`src/rtl/sp_ram_param_pkg.sv`:
```
// Shared types and helpers for the parameterised single-port RAM.
// Holds the controller state encoding and the byte-lane count helper.
package sp_ram_param_pkg;

  typedef enum logic {
    INIT = 1'b0,
    RUN  = 1'b1
  } state_e;

  function automatic int lane_count(input int data_w);
    return data_w / 8;
  endfunction

endpackage

```
`src/rtl/sp_ram_core.sv`:
```
// Plain storage array: byte-enable write and registered read, no reset.
// Contents are only ever zeroed by the controller's clear sweep.
module sp_ram_core
  import sp_ram_param_pkg::*;
#(
  parameter int DATA_W = 8,
  parameter int ADDR_W = 3
) (
  input  logic                          clk,
  input  logic                          we,
  input  logic                          re,
  input  logic [ADDR_W-1:0]             addr,
  input  logic [lane_count(DATA_W)-1:0] be,
  input  logic [DATA_W-1:0]             wdata,
  output logic [DATA_W-1:0]             rdata
);

  localparam int LANES = lane_count(DATA_W);
  localparam int DEPTH = 2 ** ADDR_W;

  logic [DATA_W-1:0] mem_r [DEPTH];

  // Storage write per lane and registered read; rdata holds when not reading.
  always_ff @(posedge clk) begin
    for (int i = 0; i < LANES; i++) begin
      if (we && be[i]) begin
        mem_r[addr][i*8 +: 8] <= wdata[i*8 +: 8];
      end
    end
    if (re) begin
      rdata <= mem_r[addr];
    end
  end

endmodule

```
`src/rtl/sp_ram_param.sv`:
```
// Single-port RAM controller: clear sweep after reset or clr, request
// acceptance, and a one- or two-stage read response pipeline.
module sp_ram_param
  import sp_ram_param_pkg::*;
#(
  parameter int DATA_W  = 8,
  parameter int ADDR_W  = 3,
  parameter int OUT_REG = 0
) (
  input  logic                          clk,
  input  logic                          rst_n,
  input  logic                          clr,
  input  logic                          req_valid,
  output logic                          req_ready,
  input  logic                          req_we,
  input  logic [ADDR_W-1:0]             req_addr,
  input  logic [lane_count(DATA_W)-1:0] req_be,
  input  logic [DATA_W-1:0]             req_wdata,
  output logic                          rsp_valid,
  output logic [DATA_W-1:0]             rsp_rdata,
  output logic                          init_busy
);

  localparam int LANES = lane_count(DATA_W);
  localparam int DEPTH = 2 ** ADDR_W;

  state_e             state_r, state_s;
  logic [ADDR_W-1:0]  clr_cnt_r;
  logic               accept_s, clr_run_s, rd_v1_r;
  logic               core_we_s, core_re_s;
  logic [ADDR_W-1:0]  core_addr_s;
  logic [LANES-1:0]   core_be_s;
  logic [DATA_W-1:0]  core_wdata_s, core_rdata_s;

  assign req_ready = (state_r == RUN);
  assign init_busy = (state_r == INIT);
  assign clr_run_s = clr && (state_r == RUN);
  assign accept_s  = req_valid && req_ready && !clr;

  // Next-state: the sweep ends after the last address; clr only matters in RUN.
  always_comb begin
    state_s = state_r;
    case (state_r)
      INIT: begin
        if (clr_cnt_r == ADDR_W'(DEPTH - 1)) state_s = RUN;
        else                                 state_s = INIT;
      end
      RUN: begin
        if (clr) state_s = INIT;
        else     state_s = RUN;
      end
      default: state_s = INIT;
    endcase
  end

  // Storage port mux: the sweep owns the array while INIT is active.
  always_comb begin
    core_we_s    = 1'b0;
    core_re_s    = 1'b0;
    core_addr_s  = req_addr;
    core_be_s    = req_be;
    core_wdata_s = req_wdata;
    if (state_r == INIT) begin
      core_we_s    = 1'b1;
      core_addr_s  = clr_cnt_r;
      core_be_s    = {LANES{1'b1}};
      core_wdata_s = {DATA_W{1'b0}};
    end else begin
      core_we_s = accept_s && req_we;
      core_re_s = accept_s && !req_we;
    end
  end

  // State, clear counter and first read-valid stage.
  always_ff @(posedge clk or negedge rst_n) begin
    if (!rst_n) begin
      state_r   <= INIT;
      clr_cnt_r <= {ADDR_W{1'b0}};
      rd_v1_r   <= 1'b0;
    end else begin
      state_r <= state_s;
      rd_v1_r <= core_re_s;
      if (state_r == INIT) begin
        clr_cnt_r <= clr_cnt_r + ADDR_W'(1);
      end else if (clr_run_s) begin
        clr_cnt_r <= {ADDR_W{1'b0}};
      end else begin
        clr_cnt_r <= clr_cnt_r;
      end
    end
  end

  sp_ram_core #(
    .DATA_W (DATA_W),
    .ADDR_W (ADDR_W)
  ) u_core (
    .clk   (clk),
    .we    (core_we_s),
    .re    (core_re_s),
    .addr  (core_addr_s),
    .be    (core_be_s),
    .wdata (core_wdata_s),
    .rdata (core_rdata_s)
  );

  generate
    if (OUT_REG == 0) begin : g_lat1
      logic [DATA_W-1:0] hold_r;

      // Remember the last delivered word so rsp_rdata is stable between responses.
      always_ff @(posedge clk or negedge rst_n) begin
        if (!rst_n) begin
          hold_r <= {DATA_W{1'b0}};
        end else if (rd_v1_r) begin
          hold_r <= core_rdata_s;
        end else begin
          hold_r <= hold_r;
        end
      end

      assign rsp_valid = rd_v1_r;
      assign rsp_rdata = rd_v1_r ? core_rdata_s : hold_r;
    end else begin : g_lat2
      logic              rsp_valid_r;
      logic [DATA_W-1:0] rsp_rdata_r;

      // Output stage; a clr in RUN squashes the read still in flight.
      always_ff @(posedge clk or negedge rst_n) begin
        if (!rst_n) begin
          rsp_valid_r <= 1'b0;
          rsp_rdata_r <= {DATA_W{1'b0}};
        end else begin
          rsp_valid_r <= rd_v1_r && !clr_run_s;
          if (rd_v1_r && !clr_run_s) begin
            rsp_rdata_r <= core_rdata_s;
          end else begin
            rsp_rdata_r <= rsp_rdata_r;
          end
        end
      end

      assign rsp_valid = rsp_valid_r;
      assign rsp_rdata = rsp_rdata_r;
    end
  endgenerate

endmodule

```
`config.mk`:
```
export PLATFORM = sky130hd
export DESIGN_NAME = sp_ram_param
export DESIGN_NICKNAME = d
export VERILOG_FILES = /design/src/rtl/sp_ram_param_pkg.sv /design/src/rtl/sp_ram_core.sv /design/src/rtl/sp_ram_param.sv
export SDC_FILE = /design/constraint.sdc
export NUM_CORES = 1
export LEC_CHECK = 0
export ABC_AREA = 1
export BUFFER_PORTS_ARGS = -buffer_cell sky130_fd_sc_hd__buf_4
export CAP_MARGIN = 30
export CORE_MARGIN = 3
export CORE_UTILIZATION = 60
export DETAILED_ROUTE_END_ITERATION = 8
export GPL_TIMING_DRIVEN = 0
export PLACE_DENSITY = 0.79
export SLEW_MARGIN = 20
export SYNTH_ARGS = -nofsm -noshare
export SYNTH_HDL_FRONTEND = slang
export SYNTH_SLANG_ARGS = --single-unit
```
`constraint.sdc`:
```
create_clock -name clk -period 2.3 [get_ports clk]
set_input_delay 0.46 -clock clk [delete_from_list [all_inputs] [get_ports clk]]
set_output_delay 0.46 -clock clk [all_outputs]
set_load 0.1 [all_outputs]
```
==> impl_metrics.ini <==
[worst_setup_path]
cp-end-kind = register
crit_top_cell = nor2_1
critPathMaxFanout = 10
crit_chain = buf_6 > buf_2 > nand2_1 > nor2_1 > a31oi_2 > nor2_1
required_ps = 2280
cpMaxStageDelayCell = nor2_1
arrival_ps = 2170
path_class = register to register
crit_path_start_kind = register
cpPeakStageDelay_ps = 650

[logic_synthesis]
synth.distinct_cells = 20
ys_seq_area_frac = 0.641
yosys_warnings = 0
synth_nets = 397
synth.most_common_cell = nand2_1
synthTopCellsByArea = edfxtp_1, nand2_1, inv_1, dfrtp_1, nand3_1
synth_top_cell_area_share = 0.557
syn_avg_cell_area_um2 = 10.3
synth_edf_count = 72
yosysTopAreaCell = edfxtp_1
synthArstFlopShare = 0.153
synthCells = 378
ys_ff_latch = 85
syn_area_um2 = 3880
synthFlopType = edfxtp_1
synth_commonest_cells = nand2_1, inv_1, edfxtp_1

[clocking]
root_buffer = clkbuf_8
numCtsBuffers = 9
cts_tree = built
clkLatencyLatePin_ps = 350
post_cts_buffers = 0
clock_path_buffers = 2
cts.htree.levels = 3
clk_pin_slew_worst_paths_ps = 90
cts.sinks = 85

[floorplan]
die_h_um = 86.4
initial_core_util = 0.636
rows = 28
die_w_um = 86.4
core_area_um2 = 6100
die-area_um2 = 7470
io_pins = 28

[placement]
hpwl_um = 4760
gp_congestion = 0.849
placedCellCount = 481
io_buffers = 27

[route]
drt_first_pass_iters = 4
route.detailed.drc = 0
viasPerCell = 4.94
drtIter0Drc = 184
wl_per_cell_um = 13.8
vias = 2462
antenna_left = 0
wl_um = 6890

[global_route]
grt_first_pass_wirelength_um = 11300
grtUsageTotal = 0.205
grt_max_degree = 16
grt_pass1_vias = 2450
grt-ovfl-total = 0
antenna_found_initial = 0

[worst_hold_path]
worst_hold_path_type = input pin to register

[finish]
drive_gt1_frac = 0.191
syn_to_final_growth_pct = 13.1
antennaDiodeCount = 0
nets = 437
layout.cells.non_filler = 498

[sta]
fin_skew_ps = 10.7
maxSlewViolCount = 0
min_period_over_period = 0.953
worst_slew_pin_slew_ps = 772
final_hold_viol_count = 0
min_period_ps = 2190
rsz0062_at_grt = yes
finalSetupViolCount = 0
max_freq_mhz = 456
relSlewSlack = 0.483

[outcome]
status = finished clean

[flow_run]
cap_violations = 0
## cell type report
cell class	instances	area, um2
Buffer	10	68.8
Clock buffer	10	149
Clock inverter	6	42.5
Fill cell	439	1710
Inverter	95	357
Multi-Input combinational cell	188	970
Sequential cell	85	2490
Tap cell	75	93.8
Timing Repair Buffer	29	218
## sequential cells by signal, summed over array words and instances, names as in the netlist
| register | count |
|---|---|
| clr_cnt_r | 3 |
| g_lat1.hold_r | 8 |
| req_ready | 1 |
| rsp_valid | 1 |
| u_core.mem_r | 64 |
| u_core.rdata | 8 |
## worst max-delay path, delay by kind of cell, from the launching register on
kind            cells  cell delay, ps
compound gates      1             210
flops               1             370
buf+inv             2             360
simple gates        3             880
## logic make-up (layout without fill, tap and decap cells)
kind of cell	after synthesis	after routing	synth area share
DFF	85	85	0.641
muxes	8	8	0.0232
and+or+nand+nor	174	174	0.213
adders and majority gates	2	2	0.00645
buffers and inverters	105	150	0.110
AOI/OAI and AO/OA	4	4	0.00709
## per-layer routing
| metal | wire length (um) | up-vias | track usage |
|---|---|---|---|
| li1 | - | 1234 | - |
| met1 | 2870 | 1125 | 0.251 |
| met2 | 3390 | 79 | 0.337 |
| met3 | 412 | 24 | 0.0485 |
| met4 | 217 | 0 | 0.106 |
| met5 | 0 | - | 0 |
## worst paths after layout
check                                           from  slack [ps]                      endpoint  depth (start not counted)
max in group asynchronous                      rst_n        1630           rsp_valid$_DFF_PN0_                          2
min in group asynchronous                      rst_n         490    g_lat1.hold_r[3]$_DFF_PN0_                          2
min                                              clr         440           req_ready$_DFF_PN0_                          3
min reg2reg                u_core.rdata[7]$_DFFE_PP_         500    g_lat1.hold_r[7]$_DFF_PN0_                          1
max reg2reg                      req_ready$_DFF_PN0_         110  u_core.mem_r[3][2]$_DFFE_PP_                          6
max                              req_ready$_DFF_PN0_         110  u_core.mem_r[3][2]$_DFFE_PP_                          6
## repair_timing
action,CTS,global route
hold buffers,1,0
endpoints found under the setup margin,0,61
endpoints found under the hold margin,13,0
resized for setup,0,1
## cell usage in the layout (no fill, tap or decap)
cell,count
buf_4,30
a31oi_2,1
dlygate4sd3_1,1
nor2_1,8
clkbuf_16,1
or2_1,1
inv_2,1
nor2_8,4
edfxtp_1,72
clkinvlp_4,2
nor2_2,1
o21ai_0,3
clkbuf_8,9
ha_1,2
inv_6,2
nand2_2,4
dfrtp_1,11
clkbuf_1,1
dfrtp_2,2
buf_2,5
buf_6,2
inv_1,94
mux2_2,8
nand3_1,32
nand2_1,116
clkinv_2,2
nor3_1,1
nand2_4,7
## metrics by stage
| stage | TNS [ps] | utilization | setup slack (ps) | area [um2] | hold slack (ps) |
|---|---|---|---|---|---|
| after floorplan | 0 | - | 47.3 | 3880 | 164 |
| after global placement | 0 | 0.686 | 112 | 4180 | 312 |
| after detailed placement | 0 | 0.686 | 90.2 | 4180 | 316 |
| after CTS | 0 | 0.719 | 74.6 | 4390 | 439 |
| after global routing | -4090 | 0.720 | -111 | 4390 | 435 |
| final | 0 | 0.720 | 109 | 4390 | 445 |
Power is not shown: default switching activity piles up to over one toggle a cycle in this logic, so the estimate is an artifact.
